### src/rtl/seq_div_pkg.sv
// Shared types and default widths for the seq_div restoring divider.
// The optional divide-by-zero fast path is enabled with SEQ_DIV_ZERO_CHK_EN.
package seq_div_pkg;

  typedef enum logic [1:0] {
    ST_IDLE = 2'd0,
    ST_BUSY = 2'd1,
    ST_DONE = 2'd2
  } state_t;

  localparam int DIVIDEND_W_DEF = 18;
  localparam int DIVISOR_W_DEF  = 9;

  // Bit counter must hold DIVIDEND_W-1; never narrower than one bit.
  function automatic int cnt_width(input int w);
    return (w < 2) ? 1 : $clog2(w);
  endfunction

  localparam int CNT_W_DEF = cnt_width(DIVIDEND_W_DEF);

endpackage

### src/rtl/div_step.sv
// One combinational restoring-division step: shift in a dividend bit,
// conditionally subtract the divisor and report the quotient bit.
module div_step
  import seq_div_pkg::*;
#(
  parameter int DIVISOR_W = DIVISOR_W_DEF
) (
  input  logic [DIVISOR_W-1:0] r_in,
  input  logic                 bit_in,
  input  logic [DIVISOR_W-1:0] divisor,
  output logic [DIVISOR_W-1:0] r_out,
  output logic                 q_bit
);

  logic [DIVISOR_W:0] shifted_s;

  // Shift/compare/subtract. Incoming R is always below the divisor, so the
  // restored or reduced value fits back into DIVISOR_W bits.
  always_comb begin
    shifted_s = {r_in, bit_in};
    if (shifted_s >= {1'b0, divisor}) begin
      r_out = DIVISOR_W'(shifted_s - {1'b0, divisor});
      q_bit = 1'b1;
    end else begin
      r_out = shifted_s[DIVISOR_W-1:0];
      q_bit = 1'b0;
    end
  end

endmodule

### src/rtl/seq_div.sv
// Sequential unsigned restoring divider, one quotient bit per clock with a
// start/done handshake. Define SEQ_DIV_ZERO_CHK_EN for the divide-by-zero fast path.
module seq_div
  import seq_div_pkg::*;
#(
  parameter int DIVIDEND_W = DIVIDEND_W_DEF,
  parameter int DIVISOR_W  = DIVISOR_W_DEF
) (
  input  logic                  sys_clk,
  input  logic                  sys_rst_n,
  input  logic                  start,
  input  logic [DIVIDEND_W-1:0] dividend,
  input  logic [DIVISOR_W-1:0]  divisor,
  output logic                  busy,
  output logic                  done,
  output logic [DIVIDEND_W-1:0] quotient,
  output logic [DIVISOR_W-1:0]  remainder,
  output logic                  div_err
);

  localparam int              CNT_W    = cnt_width(DIVIDEND_W);
  localparam logic [CNT_W-1:0] CNT_LOAD = CNT_W'(DIVIDEND_W - 1);

  state_t                 state_r;
  state_t                 state_nxt_s;
  logic [DIVIDEND_W-1:0]  dvd_r;
  logic [DIVISOR_W-1:0]   dvs_r;
  logic [DIVISOR_W-1:0]   rem_r;
  logic [CNT_W-1:0]       cnt_r;
  logic                   zero_r;
  logic                   zero_s;
  logic [DIVISOR_W-1:0]   rem_nxt_s;
  logic                   q_bit_s;
  logic                   accept_s;
  logic                   finish_s;

  // The dividend register doubles as the working quotient: bits leave at the MSB
  // and quotient bits enter at the LSB.
  div_step #(.DIVISOR_W(DIVISOR_W)) u_step (
    .r_in    (rem_r),
    .bit_in  (dvd_r[DIVIDEND_W-1]),
    .divisor (dvs_r),
    .r_out   (rem_nxt_s),
    .q_bit   (q_bit_s)
  );

`ifdef SEQ_DIV_ZERO_CHK_EN
  assign zero_s = (divisor == {DIVISOR_W{1'b0}});
`else
  assign zero_s = 1'b0;
`endif

  // Next-state and handshake decode; a flagged zero divisor leaves BUSY at once.
  always_comb begin
    state_nxt_s = state_r;
    accept_s    = 1'b0;
    finish_s    = 1'b0;
    case (state_r)
      ST_IDLE, ST_DONE: begin
        if (start) begin
          accept_s    = 1'b1;
          state_nxt_s = ST_BUSY;
        end else begin
          state_nxt_s = ST_IDLE;
        end
      end
      ST_BUSY: begin
        if (zero_r || (cnt_r == {CNT_W{1'b0}})) begin
          finish_s    = 1'b1;
          state_nxt_s = ST_DONE;
        end else begin
          state_nxt_s = ST_BUSY;
        end
      end
      default: state_nxt_s = ST_IDLE;
    endcase
  end

  // State register.
  always_ff @(posedge sys_clk) begin
    if (!sys_rst_n) begin
      state_r <= ST_IDLE;
    end else begin
      state_r <= state_nxt_s;
    end
  end

  // Working registers and result registers; results move only when done rises.
  always_ff @(posedge sys_clk) begin
    if (!sys_rst_n) begin
      dvd_r     <= {DIVIDEND_W{1'b0}};
      dvs_r     <= {DIVISOR_W{1'b0}};
      rem_r     <= {DIVISOR_W{1'b0}};
      cnt_r     <= {CNT_W{1'b0}};
      zero_r    <= 1'b0;
      busy      <= 1'b0;
      done      <= 1'b0;
      quotient  <= {DIVIDEND_W{1'b0}};
      remainder <= {DIVISOR_W{1'b0}};
      div_err   <= 1'b0;
    end else begin
      busy <= (state_nxt_s == ST_BUSY);
      done <= finish_s;
      if (accept_s) begin
        dvd_r  <= dividend;
        dvs_r  <= divisor;
        rem_r  <= {DIVISOR_W{1'b0}};
        cnt_r  <= CNT_LOAD;
        zero_r <= zero_s;
      end else if (state_r == ST_BUSY) begin
        dvd_r <= {dvd_r[DIVIDEND_W-2:0], q_bit_s};
        rem_r <= rem_nxt_s;
        cnt_r <= cnt_r - CNT_W'(1);
      end
      if (finish_s) begin
        if (zero_r) begin
          quotient  <= {DIVIDEND_W{1'b1}};
          remainder <= dvd_r[DIVISOR_W-1:0];
          div_err   <= 1'b1;
        end else begin
          quotient  <= {dvd_r[DIVIDEND_W-2:0], q_bit_s};
          remainder <= rem_nxt_s;
          div_err   <= 1'b0;
        end
      end
    end
  end

endmodule
### config.mk
export PLATFORM = sky130hd
export DESIGN_NAME = seq_div
export DESIGN_NICKNAME = d
export VERILOG_FILES = /design/src/rtl/seq_div_pkg.sv /design/src/rtl/div_step.sv /design/src/rtl/seq_div.sv
export SDC_FILE = /design/constraint.sdc
export NUM_CORES = 1
export LEC_CHECK = 0
export BUFFER_PORTS_ARGS = -buffer_cell sky130_fd_sc_hd__buf_2
export CORE_MARGIN = 10
export CORE_UTILIZATION = 43
export DETAILED_ROUTE_END_ITERATION = 10
export PLACE_DENSITY_LB_ADDON = 0.1
export SLEW_MARGIN = 10
export SYNTH_ARGS = -nofsm -noshare
export SYNTH_HDL_FRONTEND = slang
export SYNTH_SLANG_ARGS = --single-unit
### constraint.sdc
create_clock -name sys_clk -period 2.7 [get_ports sys_clk]
set_clock_uncertainty 0.2 [all_clocks]
set_input_delay 0.54 -clock sys_clk [delete_from_list [all_inputs] [get_ports sys_clk]]
set_output_delay 0.54 -clock sys_clk [all_outputs]
set_load 0.02 [all_outputs]
=== Word level (Yosys, flattened, before mapping) ===
Cells that the tools add are included.

* Flip-flop bits (word level): 72
* Bits of input ports: 30

* $add $sub $neg: 2
* Order comparisons: 1
* Equal/unequal tests: 3
* Mux-type cells: 13
* Bitwise logic cells: 1
* Reductions and logical operators: 5

{| class="wikitable"
|+ Operators with widths
! cell !! number
|-
| two-way mux 18 bit || 2
|-
| greater-or-equal comparator 10 x 9 -> 1 bit || 1
|-
| two-way mux 5 bit || 2
|-
| two-way mux 9 bit || 1
|-
| subtractor 9 bit || 1
|-
| two-way mux 1 bit || 6
|-
| logical NOT 5 bit || 1
|-
| subtractor 5 x 1 -> 5 bit (second input constant) || 1
|-
| equality test 2 x 1 -> 1 bit (second input constant) || 2
|-
| one-hot mux 2 bit (2 select lines) || 1
|-
| OR reduction 2 bit || 2
|-
| equality test 2 bit (second input constant) || 1
|-
| logical NOT 2 bit || 1
|-
| two-way mux 2 bit || 1
|-
| nonzero test 2 bit || 1
|-
| NOT 1 bit || 1
|}

=== Longest topological paths before layout ===
Gate-level depths: netlist of the first run.

* Word-level depth: 4
* Mapped depth: 10
* Gate-level depth less buffers: 9

=== Modules after synthesis ===
A second synthesis of the first run with hierarchy kept.

* Cells, all modules: 408
* Area total of the unflattened synthesis: 3444.6 µm²

{| class="wikitable"
|+ By module, submodules not included
! module !! times used !! cells each !! area each (µm²)
|-
| seq_div || 1 || 322 || 2771.4
|-
| div_step || 1 || 86 || 673.1
|}

=== Least setup slack after synthesis of the first run ===
Ideal clock, no wire load.

* Kind: register -> register
* Start point: reg dvd_r[17]
* End point: reg remainder[8]
* Setup time: 0.132 ns
* Arrival: 2.175 ns
* Data required time: 2.368 ns
* Setup slack: 0.192 ns
* Cell stages (with the launch flop): 11
* Path buffers: 1
* Cells stage by stage: dfxtp_1 -> inv_1 -> ha_1 -> inv_1 -> fa_1 -> a21oi_1 -> a211oi_2 -> nor3_4 -> buf_6 -> mux2i_1 -> a21oi_1

* Word-level cells in the longest chain between the ends: 2
* Elaborated cells on any way between the ends: 3
* Classes of those cells: add/sub (1); order compare (1); mux (1)

{| class="wikitable"
|+ Ends and longest elaborated chain
! item !! RTL line !! source
|-
| from (decl) || seq_div.sv:26 || <nowiki>logic [DIVIDEND_W-1:0] dvd_r;</nowiki>
|-
| from (signal assigned) || seq_div.sv:91 || <nowiki>dvd_r <= {DIVIDEND_W{1'b0}};</nowiki>
|-
| from (signal assigned) || seq_div.sv:105 || <nowiki>dvd_r <= dividend;</nowiki>
|-
| from (signal assigned) || seq_div.sv:111 || <nowiki>dvd_r <= {dvd_r[DIVIDEND_W-2:0], q_bit_s};</nowiki>
|-
| subtractor 9 bit or greater-or-equal comparator 10 x 9 -> 1 bit (tied branches) || div_step.sv:22, div_step.sv:21 ||
|-
| two-way mux 9 bit * || div_step.sv:21 || <nowiki>if (shifted_s >= {1'b0, divisor}) begin</nowiki>
|-
| to (signal assigned) || seq_div.sv:99 || <nowiki>remainder <= {DIVISOR_W{1'b0}};</nowiki>
|-
| to (signal assigned) || seq_div.sv:118 || <nowiki>remainder <= dvd_r[DIVISOR_W-1:0];</nowiki>
|-
| to (signal assigned) || seq_div.sv:122 || <nowiki>remainder <= rem_nxt_s;</nowiki>
|-
| to (decl) || seq_div.sv:17 || <nowiki>output logic [DIVISOR_W-1:0] remainder,</nowiki>
|}

Mark *: on every way between the ends. The rest lies on a longest branch, timed or not.
A chain may end at the register's enable or synchronous reset.

=== Final worst setup path of the first run ===
* Start point: reg dvd_r[17]
* End point: reg rem_r[8]

* Word-level cells in the longest chain between the ends: 2
* Elaborated cells on any way between the ends: 3
* Classes of those cells: add/sub (1); order compare (1); mux (1)

{| class="wikitable"
|+ Ends and longest elaborated chain
! item !! RTL line !! source
|-
| subtractor 9 bit or greater-or-equal comparator 10 x 9 -> 1 bit (tied branches) || div_step.sv:22, div_step.sv:21 ||
|-
| two-way mux 9 bit * || div_step.sv:21 ||
|-
| to (signal assigned) || seq_div.sv:93 || <nowiki>rem_r <= {DIVISOR_W{1'b0}};</nowiki>
|-
| to (signal assigned) || seq_div.sv:107 || <nowiki>rem_r <= {DIVISOR_W{1'b0}};</nowiki>
|-
| to (signal assigned) || seq_div.sv:112 || <nowiki>rem_r <= rem_nxt_s;</nowiki>
|-
| to (decl) || seq_div.sv:28 || <nowiki>logic [DIVISOR_W-1:0] rem_r;</nowiki>
|}

Marks and branches as above.

==> flow_metrics.py, run 1 <==
metrics = {
    "logic_synthesis": {
        "synth_warnings": 0,
        "synth.avg_cell_area_um2": 8.10,
        "seq_area_frac_synth_pct": 44.8,
        "synth_edf_count": 0,
        "synth.area.top_cells": "dfxtp_1, nand2_1, a21oi_1, ha_1, nor2_1",
        "yosys.area.top_type": "dfxtp_1",
        "netlist-cell-type-count": 48,
        "netlist_instances": 397,
        "dominantRegCellSynth": "dfxtp_1",
        "synth_fp_nets": 438,
        "yosysTopAreaCellShare_pct": 44.8,
        "syn_area_um2": 3210,
        "synthArstFlopShare_pct": 0,
        "ys_seq_elements": 72,
    },
    "timing": {
        "slew_violations": 0,
        "timing.hold.ws_ns": 0.229,
        "relSlewSlack_pct": 51.8,
        "rsz0062_at_grt": "no",
        "worst_pin_slew_ns": 0.723,
        "setup_viol": 0,
        "finalCritPeriodShare_pct": 92.8,
        "finalHoldViolCount": 0,
        "tns_ns": 0,
        "fmax_mhz": 399,
        "min_period_ns": 2.51,
    },
    "route": {
        "num_vias": 2907,
        "drc_errors": 0,
        "final_antenna_net_count": 0,
        "wl_per_cell_um": 14.9,
        "first_iter_violations": 176,
        "vias_per_cell": 5.24,
        "drt-pass1-iter-count": 4,
        "wl_um": 8260,
    },
    "grt": {
        "grt_pass1_vias": 2720,
        "grt_pass1_wl_um": 13500,
        "grt_max_degree": 36,
        "antenna_found_initial": 0,
        "gr-total-overflow": 0,
        "grt.total_usage_pct": 14.5,
    },
    "die": {
        "rows": 31,
        "die_x_um": 106,
        "io_pins": 60,
        "start_util_pct": 44.3,
        "die_h_um": 106,
        "die_area_um2": 11300,
        "floorplan.core_area_um2": 7250,
    },
    "outcome": {
        "status": "completed",
    },
    "clocking": {
        "cts.clk_slew.worst_paths_ns": 0.07,
        "ctsRootBufferMaster": "clkbuf_8",
        "cts_tree": "yes",
        "clock-sinks": 72,
        "cts-hold-fix-buffers": 0,
        "htree_levels": 3,
        "cts-resized-gates": 0,
        "cts_buffers": 9,
        "clockBufferDepth": 2,
        "clk_latency_ns": 0.34,
        "post_cts_buffers": 0,
    },
    "layout": {
        "fin_nets": 492,
        "final_cell_mix": "nand2_1, dfxtp_1, buf_2, a21oi_1, nor2_1",
        "final_common_cell": "nand2_1",
        "num_antenna_cells": 0,
        "stdcell_count": 555,
        "drive_gt1_share_pct": 20.4,
        "area_growth_pct": 19.9,
    },
    "hold_path": {
        "min_path_type": "input port to flip-flop",
    },
    "worst_setup_path": {
        "rrSetupSlack_ns": 0.19,
        "required_ns": 2.72,
        "worstRegToRegCells": 10,
        "startpoint": "dvd_r[17]$_SDFFE_PN0P_",
        "endpoint": "rem_r[8]$_SDFFE_PP0P_",
        "rr_endpoint": "rem_r[8]$_SDFFE_PP0P_",
        "rr_startpoint": "dvd_r[17]$_SDFFE_PN0P_",
        "start_kind": "flip-flop",
        "critPathArrivalTime_ns": 2.52,
        "timing.critical_path.to_type": "flip-flop",
        "path_max_fanout": 15,
        "crit_type": "flip-flop to flip-flop",
    },
    "power_and_ir_drop": {
        "p_per_area_nw_per_um2": 731,
        "max-vdd-ir-drop_uv": 336,
        "power.leakage_uw": 0.00159,
    },
    "place": {
        "port_buffers": 58,
        "routabilityCongestion": 0.817,
        "placed_cells": 539,
        "hpwl_um": 5780,
    },
    "run": {
        "cap_violations": 0,
    },
}
-- final cells by class --
| type | instances | area (um2) |
|---|---|---|
| Clock buffer | 10 | 128 |
| Clock inverter | 6 | 108 |
| Fill cell | 755 | 3400 |
| Inverter | 15 | 56.3 |
| Multi-Input combinational cell | 284 | 1620 |
| Sequential cell | 72 | 1440 |
| Tap cell | 99 | 124 |
| Timing Repair Buffer | 69 | 377 |
-- worst max-delay path, stage by stage (launching register included) --
cell and delay (ns):
dfxtp_2 0.34, inv_1 0.05, ha_1 0.15, inv_1 0.05, fa_1 0.41, a21oi_2 0.25, a211oi_2 0.14, nor3_4 0.20
buf_6 0.21, mux2i_1 0.28, a21oi_1 0.10
-- where the power goes --
part / switching (uW) / internal, uW / total [uW] / leakage [uW]
Combinational: 374 / 246 / 620 / 0.000890
Clock: 400 / 611 / 1010 / 0.000116
Sequential: 50.1 / 1130 / 1190 / 0.000589
Total: 824 / 1990 / 2820 / 0.00159
-- metrics by stage --
step / worst slack (ns) / instance area, um2 / util [%] / total power [uW]
3_3_place_gp: 0.189 / 3610 / 49.7 / 1810
6_report: 0.194 / 3850 / 53.1 / 2820
4_1_cts: 0.0340 / 3840 / 53.0 / 2830
3_5_place_dp: 0.0463 / 3610 / 49.7 / 1820
5_1_grt: 0.0218 / 3850 / 53.1 / 2960
2_1_floorplan: 0.192 / 3210 / - / 1650
-- layer usage --
layer	up-vias	GRT usage [%]	wire length, um	share of wire [%]
met5	-	0	0	0
met1	1323	19.8	4100	50
li1	1492	-	-	-
met2	82	20.4	3470	42
met3	10	4.23	580	7.0
met4	0	6.38	104	1.3
-- synth_stat cells, drive strengths merged, types with 4 or more instances --
cell type / number
xnor2: 4
ha: 10
mux2i: 5
nand3: 14
a211oi: 6
a31oi: 4
o21ai: 14
a311oi: 11
a21oi: 49
a22oi: 7
nor2b: 4
nand2: 87
nor2: 29
buf: 5
dfxtp: 72
nand4: 4
inv: 15
clkbuf: 21
-- worst min-delay path by stage --
stage	to	slack, ns	cells after the start	from
3_3_place_gp	quotient[5]$_SDFFE_PN0N_	0.24	2	quotient[5]$_SDFFE_PN0N_
5_1_grt	dvd_r[0]$_SDFFE_PN0P_	0.22	2	dividend[0]
4_1_cts	dvs_r[5]$_SDFFE_PN0P_	0.21	3	divisor[5]
3_5_place_dp	quotient[4]$_SDFFE_PN0N_	0.24	2	quotient[4]$_SDFFE_PN0N_
6_report	dvs_r[2]$_SDFFE_PN0P_	0.23	3	divisor[2]
2_1_floorplan	dvs_r[1]$_SDFFE_PN0P_	0.24	2	dvs_r[1]$_SDFFE_PN0P_
-- kinds of logic after synthesis --
| logic type | synth area share [%] |
|---|---|
| mux | 1.56 |
| compound gates | 20.7 |
| simple gates | 21.5 |
| buf+inv | 5.18 |
| other cells | 0.117 |
| flops | 44.8 |
| fa+ha+maj | 4.52 |
| xor+xnor | 1.63 |
-- sequential cells by signal, summed over array words and instances (netlist names) --
| name | cells |
|---|---|
| dvd_r | 18 |
| cnt_r | 5 |
| done | 1 |
| rem_r | 9 |
| dvs_r | 9 |
| quotient | 18 |
| remainder | 9 |
| state_r | 2 |
| busy | 1 |
(Power assumes the default switching activity.)
==> run 2, diff against run 1 <==
- CORE_UTILIZATION: 43 -> 50
==> run 2 against run 1 <==
Effect of this change:
- die area fell by 11%
- register-to-register slack barely moved
- global-route usage increased by 1.8 points
- largest power group unchanged
==> flow_metrics.py, run 2 (synthesis results as in run 1) <==
metrics = {
    "outcome": {
        "status": "completed",
    },
    "layout": {
        "area_growth_pct": 18.7,
        "num_antenna_cells": 0,
        "final_common_cell": "nand2_1",
        "final_cell_mix": "nand2_1, dfxtp_1, buf_2, a21oi_1, nor2_1",
        "drive_gt1_share_pct": 19.8,
        "post-route-util_pct": 60.4,
        "fin_nets": 491,
        "largest_registers": "dvd_r x18, quotient x18",
    },
    "route": {
        "wl_per_cell_um": 15.4,
        "drt-pass1-iter-count": 5,
        "first_iter_violations": 133,
        "drc_errors": 0,
        "wl_um": 8210,
        "num_vias": 2924,
        "vias_per_cell": 5.50,
        "final_antenna_net_count": 0,
    },
    "grt": {
        "grt_pass1_vias": 2783,
        "grt.total_usage_pct": 16.3,
        "antenna_found_initial": 0,
        "gr-total-overflow": 0,
        "grt_pass1_wl_um": 13500,
        "grt_max_degree": 54,
    },
    "timing": {
        "min_period_ns": 2.50,
        "relSlewSlack_pct": 40.8,
        "rsz0062_at_grt": "no",
        "worst_pin_slew_ns": 0.884,
        "fmax_mhz": 401,
        "tns_ns": 0,
        "finalCritPeriodShare_pct": 92.4,
        "finalHoldViolCount": 0,
        "setup_viol": 0,
        "slew_violations": 0,
    },
    "clocking": {
        "cts_buffers": 9,
        "cts_tree": "yes",
        "clk_latency_ns": 0.35,
        "ctsRootBufferMaster": "clkbuf_8",
        "cts-resized-gates": 0,
        "clock-sinks": 72,
        "post_cts_buffers": 0,
        "htree_levels": 3,
        "cts-hold-fix-buffers": 0,
        "clockBufferDepth": 2,
        "cts.clk_slew.worst_paths_ns": 0.08,
    },
    "worst_setup_path": {
        "timing.critical_path.to_type": "flip-flop",
        "path_max_fanout": 6,
        "start_kind": "flip-flop",
        "worstPathBufferInverterCount": 3,
        "max_stage_delay_ns": 0.40,
        "crit_family": "adder cells",
        "path_cells": "inv_1 -> ha_1 -> inv_1 -> fa_1 -> a21oi_1 -> a211oi_2 -> nor3_4 -> buf_4 -> mux2i_1 -> a21oi_1",
        "crit_type": "flip-flop to flip-flop",
        "required_ns": 2.72,
        "critPathArrivalTime_ns": 2.51,
        "cpMaxStageDelayCell": "fa_1",
    },
    "die": {
        "die_x_um": 100,
        "rows": 29,
        "die_h_um": 100,
        "io_pins": 60,
        "start_util_pct": 50.9,
        "floorplan.core_area_um2": 6310,
        "die_area_um2": 10000,
    },
    "place": {
        "port_buffers": 58,
        "routabilityCongestion": 0.851,
        "hpwl_um": 5570,
    },
    "hold_path": {
        "min_path_type": "input port to flip-flop",
    },
    "power_and_ir_drop": {
        "power.leakage_uw": 0.00159,
        "max-vdd-ir-drop_uv": 585,
        "p_per_area_nw_per_um2": 742,
    },
    "run": {
        "cap_violations": 0,
    },
}
-- run 2: changes by cell type in the layout (fill, tap and decap cells not counted), sizes merged --
cell,delta
buf,-1
clkbuf,-1
clkinv,+1
-- run 2: worst paths after layout --
kind | startpoint | endpoint | slack [ns] | cells after the start
setup / recovery | dvd_r[17]$_SDFFE_PN0P_ | rem_r[8]$_SDFFE_PP0P_ | 0.20 | 10
hold / removal | divisor[2] | dvs_r[2]$_SDFFE_PN0P_ | 0.23 | 3
setup reg to reg | dvd_r[17]$_SDFFE_PN0P_ | rem_r[8]$_SDFFE_PP0P_ | 0.20 | 10
hold reg to reg | quotient[6]$_SDFFE_PN0N_ | quotient[6]$_SDFFE_PN0N_ | 0.25 | 2
-- run 2: layout make-up --
class,count,area (um2)
clock buffers,9,124
multi-input cells,284,1610
inverters,15,56.3
repair buffers,68,365
well taps,77,96.3
clock inverters,7,120
flip-flops and latches,72,1440
fillers,606,2500
-- run 2: power breakdown --
part | switching [uW] | internal, uW
Sequential | 50.1 | 1130
Clock | 421 | 615
Combinational | 371 | 237
-- run 2: metal layers --
metal	routed length, um	vias to the layer above	global-route usage (%)
met5	0	-	0
met4	78	0	6.96
met3	551	6	4.26
met2	3570	78	23.1
met1	4010	1355	22.6
li1	-	1485	-
-- run 2: through the flow --
stage | total power, uW | instance area [um2] | hold slack [ns] | setup slack [ns] | instances
floorplan | 1650 | 3210 | 0.236 | 0.192 | 397
global placement | 1800 | 3570 | 0.241 | 0.305 | 516
detailed placement | 1810 | 3570 | 0.243 | 0.228 | 516
CTS | 2840 | 3810 | 0.213 | 0.197 | 532
global route | 2960 | 3810 | 0.230 | 0.0116 | 532
finish | 2830 | 3810 | 0.229 | 0.205 | 532
-- run 2: tightest hold or removal path: cells and delay by family --
kind,cells,cell delay (ns)
AND/OR/NAND/NOR,1,0.04
buffers and inverters,1,0.09
AO/OA/AOI/OAI,1,0.05
==> run 3, diff against run 2 <==
- PLACE_DENSITY: default -> 0.76
- PLACE_DENSITY_LB_ADDON: 0.1 -> default
==> run 3 against run 2 <==
Effect of this change:
- register-to-register slack got worse by 0.05 ns
- largest cell class unchanged
- power decreased by 0.91%
- largest power group unchanged
- final cell count unchanged
- global-route usage about the same
- utilization decreased by 0.060 points
- sequential share of layout area about the same
- die area unchanged
- worst hold slack improved by 0.0027 ns
- sequential cell count unchanged
- combinational power about the same
- clock power about the same
- cell area about the same
==> flow_metrics.py, run 3 (synthesis results as in run 1) <==
metrics = {
    "layout": {
        "area_growth_pct": 18.6,
        "largest_registers": "dvd_r x18, quotient x18",
        "stdcell_count": 532,
        "drive_gt1_share_pct": 19.8,
        "num_antenna_cells": 0,
        "fill_cells": 588,
        "final_common_cell": "nand2_1",
        "fin_nets": 492,
        "final_cell_mix": "nand2_1, dfxtp_1, buf_2, a21oi_1, nor2_1",
    },
    "outcome": {
        "status": "completed",
    },
    "die": {
        "die_h_um": 100,
        "floorplan.core_area_um2": 6310,
        "die_x_um": 100,
        "die_area_um2": 10000,
        "rows": 29,
        "start_util_pct": 50.9,
        "io_pins": 60,
    },
    "clocking": {
        "htree_levels": 3,
        "cts_tree": "yes",
        "ctsRootBufferMaster": "clkbuf_8",
        "clk_latency_ns": 0.34,
        "post_cts_buffers": 0,
        "cts.clk_slew.worst_paths_ns": 0.07,
        "clockBufferDepth": 2,
        "cts-hold-fix-buffers": 0,
        "cts_buffers": 9,
        "clock-sinks": 72,
        "cts-resized-gates": 0,
    },
    "power_and_ir_drop": {
        "p_per_area_nw_per_um2": 736,
        "combinationalPowerShare_pct": 21.8,
        "seqPwrFrac_pct": 42.2,
        "internal-power_uw": 1980,
        "clkPwrFrac_pct": 36.0,
        "switching_share_pct": 29.4,
        "power.leakage_uw": 0.00160,
        "switching_power_uw": 823,
        "max-vdd-ir-drop_uv": 387,
    },
    "grt": {
        "antenna_found_initial": 0,
        "grt.total_usage_pct": 16.3,
        "grt_pass1_wl_um": 13400,
        "gr-total-overflow": 0,
        "grt_pass1_vias": 2863,
        "grt_max_degree": 34,
    },
    "worst_setup_path": {
        "rrSetupSlack_ns": 0.16,
        "timing.critical_path.to_type": "flip-flop",
        "rr_endpoint": "rem_r[1]$_SDFFE_PP0P_",
        "rr_startpoint": "dvd_r[17]$_SDFFE_PN0P_",
        "worstRegToRegCells": 10,
        "worstPathBufferInverterCount": 3,
        "cpMaxStageDelayCell": "fa_1",
        "start_kind": "flip-flop",
        "required_ns": 2.72,
        "crit_type": "flip-flop to flip-flop",
        "crit_family": "adder cells",
        "path_cells": "inv_1 -> ha_1 -> inv_1 -> fa_1 -> a21oi_1 -> a211oi_2 -> nor3_4 -> buf_4 -> mux2i_1 -> a21oi_1",
        "path_max_fanout": 11,
        "critPathArrivalTime_ns": 2.56,
        "max_stage_delay_ns": 0.39,
    },
    "route": {
        "num_vias": 2979,
        "vias_per_cell": 5.60,
        "drc_errors": 0,
        "final_antenna_net_count": 0,
        "wl_per_cell_um": 15.3,
        "first_iter_violations": 151,
        "wl_um": 8120,
        "drt-pass1-iter-count": 4,
    },
    "run": {
        "cap_violations": 0,
    },
    "place": {
        "placed_cells": 517,
        "port_buffers": 58,
        "hpwl_um": 5760,
        "routabilityCongestion": 0.910,
    },
    "timing": {
        "rsz0062_at_grt": "no",
        "setup_viol": 0,
        "timing.hold.ws_ns": 0.231,
        "finalHoldViolCount": 0,
        "slew_violations": 0,
        "worst_pin_slew_ns": 0.712,
        "tns_ns": 0,
        "min_period_ns": 2.54,
        "fmax_mhz": 393,
        "finalCritPeriodShare_pct": 94.1,
        "relSlewSlack_pct": 52.5,
    },
    "hold_path": {
        "hp-start": "divisor[5]",
        "min_path_type": "input port to flip-flop",
        "min_to": "dvs_r[5]$_SDFFE_PN0P_",
        "worstHoldPathCells": 3,
    },
}
[run 3: metal layers]
layer	global-route usage [%]	part of all wire [%]	up-vias	wire, um
li1	-	-	1494	-
met1	20.6	46	1386	3720
met2	24.4	45	83	3680
met3	4.26	6.5	16	527
met4	9.24	2.3	0	188
met5	0	0	-	0
[run 3: per-stage QoR]
stage	power, uW	cell area, um2	util (%)	worst slack, ns
global route	2950	3810	60.4	0.00529
CTS	2820	3810	60.4	0.169
finish	2800	3810	60.4	0.158
floorplan	1650	3210	-	0.192
global placement	1800	3580	56.7	0.283
detailed placement	1810	3580	56.7	0.214
[run 3: area by class of cell]
cell class | count | area [um2] | share of cell area [%]
Multi-Input combinational cell | 284 | 1610 | 42.3
Sequential cell | 72 | 1440 | 37.8
Timing Repair Buffer | 69 | 373 | 9.78
Clock buffer | 9 | 124 | 3.25
Clock inverter | 6 | 109 | 2.86
Tap cell | 77 | 96.3 | 2.53
Inverter | 15 | 56.3 | 1.48
[run 3: tightest hold or removal path: stages]
cell     delay [ns]
buf_2          0.09
nand2_1        0.05
a21oi_1        0.05
[run 3: how the worst max path moves through the flow]
stage	start	to	slack, ns	depth (start not counted)
after global placement	dvd_r[17]$_SDFFE_PN0P_	rem_r[1]$_SDFFE_PP0P_	0.28	10
after floorplan	dvd_r[17]$_SDFFE_PN0P_	remainder[8]$_SDFFE_PN0N_	0.19	10
after detailed placement	dvd_r[17]$_SDFFE_PN0P_	rem_r[1]$_SDFFE_PP0P_	0.21	10
after CTS	dvd_r[17]$_SDFFE_PN0P_	rem_r[1]$_SDFFE_PP0P_	0.17	10
after global routing	dvd_r[17]$_SDFFE_PN0P_	rem_r[1]$_SDFFE_PP0P_	0.005	10
final	dvd_r[17]$_SDFFE_PN0P_	rem_r[1]$_SDFFE_PP0P_	0.16	10
[run 3: power by group through the flow]
stage | clock (uW) | sequential [uW] | combinational, uW
detailed placement | 0 | 1210 | 608
finish | 1010 | 1180 | 611
floorplan | 0 | 1220 | 425
global route | 1070 | 1190 | 678
CTS | 1020 | 1180 | 609
global placement | 0 | 1200 | 596
